===== src/rtl/sub_pkg.sv =====
// sub_pkg: shared types and constants for the bit-serial subtractor
//   sub_state_t        : control states IDLE / SHIFT / DONE (2-bit encoding)
//   SUB_WIDTH_DEFAULT  : default operand width
package sub_pkg;
    typedef enum logic [1:0] {IDLE, SHIFT, DONE} sub_state_t;
    localparam int SUB_WIDTH_DEFAULT = 4;
endpackage


===== src/rtl/serial_subtractor_if.sv =====
// serial_subtractor_if: start/done request bundle between requester and subtractor
//   master drives start, A, B, Bi; slave drives busy, done, D, Bo
interface serial_subtractor_if #(parameter int WIDTH = sub_pkg::SUB_WIDTH_DEFAULT);
    logic             start;
    logic [WIDTH-1:0] A;
    logic [WIDTH-1:0] B;
    logic             Bi;
    logic             busy;
    logic             done;
    logic [WIDTH-1:0] D;
    logic             Bo;
    modport master(output start, A, B, Bi, input busy, done, D, Bo);
    modport slave(input start, A, B, Bi, output busy, done, D, Bo);
endinterface


===== src/rtl/fullsubtractor.sv =====
// fullsubtractor: one-bit combinational subtractor cell
//   a, b, bi : minuend bit, subtrahend bit, borrow-in
//   d, bo    : difference bit, borrow-out
module fullsubtractor (
    output logic d,
    output logic bo,
    input  logic a,
    input  logic b,
    input  logic bi
);
    assign d  = a ^ b ^ bi;
    assign bo = (~a & b) | (~(a ^ b) & bi);
endmodule


===== src/rtl/serial_subtractor.sv =====
// serial_subtractor: bit-serial D = A - B - Bi, LSB first, one bit per clock
//   clk, rst : clock, synchronous active-high reset
//   bus      : slave side of the start/done bundle (start, A, B, Bi -> busy, done, D, Bo)
module serial_subtractor
    import sub_pkg::*;
#(
    parameter int WIDTH = SUB_WIDTH_DEFAULT
) (
    input logic            clk,
    input logic            rst,
    serial_subtractor_if.slave bus
);
    localparam int CW = $clog2(WIDTH);
    localparam logic [CW-1:0] LAST = CW'(WIDTH - 1);
    sub_state_t       state, nxt;
    logic [WIDTH-1:0] a_sr, b_sr, diff_sr, d_q;
    logic [CW-1:0]    cnt;
    logic             bor, bo_q, d_bit, bo_bit, last;
    fullsubtractor u_fs (.d(d_bit), .bo(bo_bit), .a(a_sr[0]), .b(b_sr[0]), .bi(bor));
    assign last = cnt == LAST;
    always_ff @(posedge clk)
        state <= rst ? IDLE : nxt;
    always_comb
        nxt = state == IDLE  ? (bus.start ? SHIFT : IDLE) :
              state == SHIFT ? (last ? DONE : SHIFT) : IDLE;
    always_ff @(posedge clk) begin
        if (rst) begin
            a_sr    <= '0;
            b_sr    <= '0;
            diff_sr <= '0;
            d_q     <= '0;
            cnt     <= '0;
            bor     <= 1'b0;
            bo_q    <= 1'b0;
        end else if (state == IDLE && bus.start) begin
            a_sr    <= bus.A;
            b_sr    <= bus.B;
            bor     <= bus.Bi;
            diff_sr <= '0;
            cnt     <= '0;
        end else if (state == SHIFT) begin
            a_sr    <= a_sr >> 1;
            b_sr    <= b_sr >> 1;
            diff_sr <= {d_bit, diff_sr[WIDTH-1:1]};
            bor     <= bo_bit;
            // wrap to 0 on the last bit so the counter never passes WIDTH-1
            cnt     <= last ? '0 : cnt + 1'b1;
            if (last) begin
                d_q  <= {d_bit, diff_sr[WIDTH-1:1]};
                bo_q <= bo_bit;
            end
        end
    end
    assign bus.busy = state == SHIFT;
    assign bus.done = state == DONE;
    assign bus.D    = d_q;
    assign bus.Bo   = bo_q;
endmodule


===== src/flat_wrapper.sv =====
// flat-port wrapper written by rule: the top's interface ports become plain ports
module serial_subtractor_flat import sub_pkg::*;
#(
    parameter int WIDTH = SUB_WIDTH_DEFAULT
)
  (clk, rst, bus_start, bus_A, bus_B, bus_Bi, bus_busy, bus_done, bus_D, bus_Bo);
  serial_subtractor_if #(.WIDTH(WIDTH)) bus_i ();
  input logic clk;
  input logic rst;
  input wire logic [$bits(bus_i.start)-1:0] bus_start;
  input wire logic [$bits(bus_i.A)-1:0] bus_A;
  input wire logic [$bits(bus_i.B)-1:0] bus_B;
  input wire logic [$bits(bus_i.Bi)-1:0] bus_Bi;
  output wire logic [$bits(bus_i.busy)-1:0] bus_busy;
  output wire logic [$bits(bus_i.done)-1:0] bus_done;
  output wire logic [$bits(bus_i.D)-1:0] bus_D;
  output wire logic [$bits(bus_i.Bo)-1:0] bus_Bo;
  assign bus_i.start = bus_start;
  assign bus_i.A = bus_A;
  assign bus_i.B = bus_B;
  assign bus_i.Bi = bus_Bi;
  assign bus_busy = bus_i.busy;
  assign bus_done = bus_i.done;
  assign bus_D = bus_i.D;
  assign bus_Bo = bus_i.Bo;
  serial_subtractor #(.WIDTH(WIDTH)) u_core (.clk(clk), .rst(rst), .bus(bus_i));
endmodule

===== config.mk =====
export PLATFORM = sky130hd
export DESIGN_NAME = serial_subtractor_flat
export DESIGN_NICKNAME = d
export VERILOG_FILES = /design/src/rtl/sub_pkg.sv /design/src/rtl/serial_subtractor_if.sv /design/src/rtl/fullsubtractor.sv /design/src/rtl/serial_subtractor.sv /design/src/flat_wrapper.sv
export SDC_FILE = /design/constraint.sdc
export NUM_CORES = 1
export LEC_CHECK = 0
export ABC_AREA = 1
export CAP_MARGIN = 20
export CORE_AREA = 3 3 47 49
export DETAILED_ROUTE_END_ITERATION = 6
export DIE_AREA = 0 0 50 52
export PLACE_DENSITY = 0.86
export SYNTH_ARGS = -nofsm -noshare
export SYNTH_HDL_FRONTEND = slang
export SYNTH_SLANG_ARGS = --single-unit

===== constraint.sdc =====
create_clock -name clk -period 1.9 [get_ports clk]
set_clock_uncertainty 0.1 [all_clocks]
set_input_delay 0.38 -clock clk [delete_from_list [all_inputs] [get_ports clk]]
set_output_delay 0.38 -clock clk [all_outputs]
set_load 0.02 [all_outputs]

==> results of run 1 <==
==> kinds of logic (layout without fill, tap and decap cells) <==
family,count (synthesis),after routing,share of synthesized area [%]
compound gates,23,23,12.2
fa+ha+maj,2,2,3.44
buf+inv,20,40,9.27
flops,21,21,44.5
simple gates,69,69,30.6
==> sequential cells by signal (all words and copies together) (netlist names) <==
signal and cells:
u_core.a_sr 4, u_core.bor 1, u_core.diff_sr 3, u_core.b_sr 4, u_core.bus.D 4, u_core.state 2, u_core.cnt 2, u_core.bus.Bo 1
==> path summary, 6_finish.rpt <==
| kind | slack, ns | end | from | depth (start not counted) |
|---|---|---|---|---|
| min reg2reg | 0.38 | u_core.bus.D[3] | u_core.bus.D[3] | 2 |
| max | 0.16 | bus_D[1] | u_core.bus.D[1] | 1 |
| min | 0.38 | u_core.bus.D[3] | u_core.bus.D[3] | 2 |
| max reg2reg | 0.60 | u_core.bus.D[2] | u_core.cnt[0] | 7 |
==> layout make-up <==
type                    count  area (um2)  share of cell area (%)
well taps                  27        33.8                    2.88
multi-input cells          94         437                    37.2
clock buffers               3        22.5                    1.92
clock inverters             1        5.00                   0.427
repair buffers             20         193                    16.4
inverters                  16        60.1                    5.12
flip-flops and latches     21         422                    36.0
==> cell usage in the layout (no fill, tap or decap), types with 2 or more instances in the layout <==
| master | n |
|---|---|
| sky130_fd_sc_hd__clkdlybuf4s50_1 | 16 |
| sky130_fd_sc_hd__a21oi_1 | 15 |
| sky130_fd_sc_hd__nand2_2 | 2 |
| sky130_fd_sc_hd__buf_4 | 2 |
| sky130_fd_sc_hd__nor2_1 | 21 |
| sky130_fd_sc_hd__clkbuf_4 | 3 |
| sky130_fd_sc_hd__o21ai_1 | 6 |
| sky130_fd_sc_hd__dfxtp_1 | 20 |
| sky130_fd_sc_hd__inv_1 | 13 |
| sky130_fd_sc_hd__dlygate4sd2_1 | 2 |
| sky130_fd_sc_hd__nand3_1 | 12 |
| sky130_fd_sc_hd__inv_2 | 3 |
| sky130_fd_sc_hd__nand2_1 | 32 |
| sky130_fd_sc_hd__o21ai_0 | 2 |
==> synthesized netlist by cell type, drive strengths merged <==
master / count / area [um2]
a21oi: 15 / 75.1
buf: 3 / 23.8
o21ai: 8 / 40.0
nand3: 12 / 60.1
dfxtp: 21 / 420
nor2: 22 / 85.1
fa: 1 / 20.0
clkbuf: 1 / 3.75
nand2: 35 / 144
ha: 1 / 12.5
inv: 16 / 60.1
==> power by group through the flow <==
stage	logic (uW)	registers (uW)	clock network [uW]
6_report	137	476	219
5_1_grt	154	479	243
4_1_cts	138	476	222
3_5_place_dp	139	485	0
3_3_place_gp	135	484	0
2_1_floorplan	95.8	482	0
==> timing repair <==
item / CTS / global route
gates resized for setup: 3 / 0
setup endpoints to repair: 2 / 0
endpoints found under the hold margin: 0 / 0
==> per-stage QoR <==
stage	hold WS (ns)	setup slack [ns]	cell area, um2
6_report	0.376	0.155	1170
5_1_grt	0.402	0.110	1170
3_3_place_gp	0.356	0.232	1150
2_1_floorplan	0.338	0.716	945
3_5_place_dp	0.360	0.201	1150
4_1_cts	0.374	0.146	1170
==> metal layers <==
metal	wire [um]	vias to the layer above	GRT usage, %
met4	17	0	5.53
met3	64	2	2.58
li1	-	467	-
met1	848	378	18.1
met2	802	17	25.9
met5	0	-	0
==> summary by stage, run 1 <==
Floorplan
During I/O placement, the number of pins put on the boundary was 19. The area of the die is 2600 um2. The width of the die is 50 um.

From bottom edge to top edge, the die measures 52 um. The core area is 1900 um2. The initial core utilization is 49.7%.

The initialized floorplan defines 16 standard-cell rows.

STA
Setup violations remaining at the end of the flow were counted as 0. The maximum clock frequency is 573 MHz. For the pin with the worst max-slew slack, the measured transition is 0.502 ns.

The final number of hold-violating endpoints is 0. The total count of max-transition violations in the final report is 0. Setup repair after global routing left no endpoint under its margin. The minimum clock period after layout is 1.74 ns.

After routing, the total negative slack on setup checks comes to 0 ns. Headroom to the max-slew limit came out at 66.5%. The worst path uses 91.8% of the clock period.

Pwr
The proportion of power drawn by combinational gates is 16.5%. The net switching power is 230 uW. The leakage power is 0.000513 uW. The switching part of the total power is 27.7%.

The total design power is 831 uW. Power spread over the standard cell area amounts to 709 nW/um2. The peak ir drop on the vdd network is 0.000388 V.

Per report_power, the clock group accounts for 26.3% of the total. Sequential cells account for 57.2% of the total power. The internal power of the cells totals 601 uW.

Critical path
The critical path data arrival time is 1.26 ns. STA puts the critical path data required time at 1.42 ns. On the worst path, the slowest cell contributes a delay of 0.60 ns. STA classifies the critical path startpoint as a flop. The top cell family by delay on the critical path is buffers and inverters. For this design, the slowest cell found on the critical path is sky130_fd_sc_hd__clkdlybuf4s50_1. The critical path is of the flop to output pin type. The signal on the critical path passes through clkdlybuf4s50_1. Together, buffers and inverters on the worst path number 1. STA classifies the critical path endpoint as an output pin. The largest fanout on the critical path is 2.

Yosys
The cell count after synthesis came out at 135. Summing the sequential cell areas from Yosys gives 44.5% of the chip area. The mean cell area of the mapped netlist is 7.00 um2. Synthesis inferred 21 register bits.

After synthesis, the netlist uses 18 different library cells. The synthesized net count is 149. The synthesized netlist occupies a cell area of 945 um2.

The number of warning messages in the yosys log is 0.

Global route
The number of global-route vias before repair came to 765. Entering global routing, the biggest net connects 15 pins. The first global-routing pass estimated 3050 um of wire. The number of antenna violations at the first check in global routing came to 0.

The sum of overflow across all layers after global routing is 0. In the global route stage, overall resource usage came out at 14.8%.

Clock network
The number of buffers inserted by post-CTS setup repair is 0. The number of hold buffers added after CTS is 0. Clock tree synthesis inserted a total of 3 buffers. The source-to-sink clock delay at the later pin of the worst-skew pair is 0.30 ns. The clock drives 21 sinks. The maximum level of the CTS H-tree is 1. The maximum clock path buffer count is 2.

After clock tree synthesis, the clock-pin slew on the worst setup and hold paths is 0.12 ns. CTS placed an instance of sky130_fd_sc_hd__clkbuf_4 at the clock tree root. The clock tree from TritonCTS is built.

Detailed routing
After the first detailed-routing iteration, the DRC count stood at 11. After detailed routing, the total wire length is 1730 um. The residual DRC count is 0. The average vias per placed instance is 4.75. The detailed-router iteration count before antenna repair is 4. The routed via count is 864.

Dividing the detail-routed wire length by the instance count gives 9.52 um. The residual antenna-violating net count after detailed routing is 0.

Job
Across the run, the number of max-cap violations was 0.

Finish
Compared with the post-synthesis result, the final layout area differs by 24.1%. The layout filler cell count is 172. The number of antenna diodes in the final layout is 0. The count of non-filler cells in the finished layout is 182. The final net count is 170.

In the final layout, the share of cells above drive strength 1 is 9.03%. The share of the core filled with cells is 61.6%.

Status
The flow ran to the end, and the final reports show no timing, DRC or antenna violations.

Min path
The worst hold-check path type is flop to flop.

Placed design
In this run, placement finished with an instance count of 178. The count of input and output buffers is 18. The congestion estimate from routability-driven global placement came to 0.777. After legalization and detailed placement, the total HPWL measured 1300 um.
Power figures use the tool's default switching activity.
==> inputs of run 2 (changes only) <==
--- a/config.mk
+++ b/config.mk
@@ -7,10 +7,10 @@
 export LEC_CHECK = 0
 export ABC_AREA = 1
 export CAP_MARGIN = 20
-export CORE_AREA = 3 3 47 49
+export CORE_AREA = 3 3 50 52
 export DETAILED_ROUTE_END_ITERATION = 6
-export DIE_AREA = 0 0 50 52
-export PLACE_DENSITY = 0.86
+export DIE_AREA = 0 0 53 55
+export PLACE_DENSITY = 0.78
 export SYNTH_ARGS = -nofsm -noshare
 export SYNTH_HDL_FRONTEND = slang
 export SYNTH_SLANG_ARGS = --single-unit
==> run 2 against run 1 <==
Compared with the run above:
- via count shrank 1.0%
- sequential power hardly changed
- routed wire length rose by 1.7%
- final cell count grew 0.55%
- sequential share of layout area did not move
- cell area is the same
- first-iteration DRC count is the same
- clock power down 3%
- critical path type unchanged
- largest cell class unchanged
- largest power group unchanged
==> summary by stage, run 2 (synthesis gave the netlist of run 1 again) <==
STA
For the pin with the worst max-slew slack, the measured transition is 0.498 ns. The maximum clock frequency is 572 MHz. Setup repair after global routing left no endpoint under its margin.

Dividing the final minimum period by the clock period gives 92.0%. After layout, the minimum clock period comes to 1.75 ns. The final number of hold-violating endpoints was 0.

Setup total negative slack on the finished layout was measured at 0 ns. The headroom to the max-slew limit is 66.8%. The total count of max-transition violations in the final report was 0. Setup violations remaining at the end of the flow were counted as 0.

The post-route worst setup slack is 0.151 ns.

Global route
Global routing finished with a remaining overflow of 0. The maximum number of pins on one net before global-route repair is 15. The number of global-route vias before repair is 751. The first-pass GRT wire length is 2960 um.

The number of antenna violations at the first check in global routing is 0. The all-layer global routing usage is 13.8%.

Detailed routing
The average vias per placed instance is 4.67. The detailed-router iteration count before antenna repair is 4. The routed via count is 855. The residual antenna-violating net count after detailed routing is 0. For this run, design rule violations remaining after detail routing come to 0. The post-detailed-routing wire length is 1760 um.

After the first detailed-routing iteration, the DRC count stood at 11. The post-detailed-route wirelength per cell is 9.63 um.

Pwr
The part of the power in the clock network is 25.7%. Internal power comes to 604 uW. Dividing total power by cell area gives a power density of 702 nW/um2. The total design power is 823 uW. Net switching is 26.6% of the power. The analysis attributes to cell leakage a power of 0.000510 uW. The proportion of power drawn by combinational gates is 16.6%. The share of total power in sequential cells is 57.7%.

The net switching power is 219 uW. The peak ir drop on the vdd network is 0.000396 V.

Placed design
In this run the cell area measured after placement is 1150 um2. Detailed placement finished with a half-perimeter wire length of 1350 um. The count of buffers added on input and output ports is 18.

The setup slack at placement is 0.203 ns. Routability-driven placement finished with a final weighted congestion of 0.758.

Finish
The layout filler cell count is 226. In the final design database the tool counted 170 nets. The area added between synthesis and finish is 24.1%. The most frequent standard cell in the layout excluding fill and tap cells is sky130_fd_sc_hd__nand2_1. Once layout is done, the placed cells without fillers occupy 1170 um2. For this run, the share of the core covered by cells in the final layout is 54.6%. The layout cell share with drive strength beyond 1 is 8.39%. The diode insertion count for antenna repair is 0. Leaving out fill and tap cells, the most frequent cells in the layout are 32 x sky130_fd_sc_hd__nand2_1, 21 x sky130_fd_sc_hd__nor2_1, 20 x sky130_fd_sc_hd__dfxtp_1, 16 x sky130_fd_sc_hd__clkdlybuf4s50_1, 15 x sky130_fd_sc_hd__a21oi_1.

Floorplan
The number of top-level pins is 19. The initialized floorplan defines 17 standard-cell rows. The die is 55 um tall.

The die is 53 um wide. The die covers 2920 um2. Once the floorplan was initialized, standard cells occupied 44.0% of the core. The core region is 2150 um2.

Critical path
The sort of element at the start of the critical path is a flop. Among all stages on the critical path, the largest delay is contributed by sky130_fd_sc_hd__clkdlybuf4s50_1. The startpoint identified for the worst register-to-register timing path is u_core.state[0]. By startpoint and endpoint, the worst setup path is classified as flop to output pin. In this run the number of cells on the critical path is 1. The length in cells of the worst reg-to-reg path is 4. The largest incremental delay on the critical path is 0.61 ns. Grouping stages by cell kind, the critical path spends the most delay in buffers and inverters.

Counting both buffers and inverters, the worst setup path holds a total of 1. The capturing element type of the critical path is an output pin. The signal on the critical path passes through clkdlybuf4s50_1. The critical path required time is 1.42 ns. In this run the worst setup path begins at u_core.bus.D[1]. The largest fanout on the critical path is 2. Data on the critical path arrives at its endpoint at 1.27 ns.

Status
The flow ran to the end, and the final reports show no timing, DRC or antenna violations.

Clock network
Counting along the longest clock path gives a buffer depth of 2. In this run the number of H-tree levels came out at 1. The clock drives 21 sinks. The number of clock buffers added by TritonCTS is 3. The clock tree from TritonCTS is built. Once the clock tree was built, the setup fixing pass inserted 0 buffers.

The root buffer cell chosen for the clock tree is sky130_fd_sc_hd__clkbuf_4. The source-to-sink clock delay at the later pin of the worst-skew pair is 0.30 ns. The clock transition at the registers of the reported paths is 0.11 ns.

Min path
The worst hold path passes through 2 cells. The worst hold-check path type is flop to flop. In this run the most critical hold path is launched from u_core.bus.D[2].

Job
Max-cap violations in this run came to 0.
==> run 2: changes by cell type in the layout (fill, tap and decap cells not counted) <==
cell / previous run / this run
sky130_fd_sc_hd__clkbuf_1: 0 / 1
sky130_fd_sc_hd__clkinv_2: 1 / 0
==> run 2: path summary, 6_finish.rpt <==
check	to	slack, ns
max reg2reg	u_core.b_sr[2]	0.61
min	u_core.bus.D[2]	0.38
max	bus_D[1]	0.15
min reg2reg	u_core.bus.D[2]	0.38
==> run 2: area by class of cell <==
cell class / instances / area, um2 / area share (%)
well taps: 28 / 35.0 / 2.99
inverters: 16 / 60.1 / 5.12
multi-input cells: 94 / 437 / 37.2
flip-flops and latches: 21 / 422 / 36.0
clock buffers: 4 / 26.3 / 2.24
repair buffers: 20 / 193 / 16.4
==> run 2: metrics by stage <==
step                      cells  hold WS (ns)
after floorplan             135         0.338
after global placement      179         0.357
after detailed placement    179         0.361
after CTS                   183         0.380
after global routing        183         0.405
final                       183         0.377
==> run 2: power by group through the flow <==
stage	logic, uW	clock network, uW	registers [uW]
global placement	135	0	484
global route	154	229	478
CTS	138	219	475
finish	136	212	475
floorplan	95.8	0	482
detailed placement	139	0	484
==> run 2: repair_timing <==
action	4_1_cts	5_1_grt
hold buffers	0	0
setup endpoints to repair	2	0
gates resized for setup	3	0
hold endpoints to repair	0	0
==> run 2: routing by layer <==
metal | routed length, um | GRT usage (%)
met3 | 82 | 2.41
met1 | 785 | 15.2
met4 | 34 | 6.38
met2 | 860 | 25.8
met5 | 0 | 0
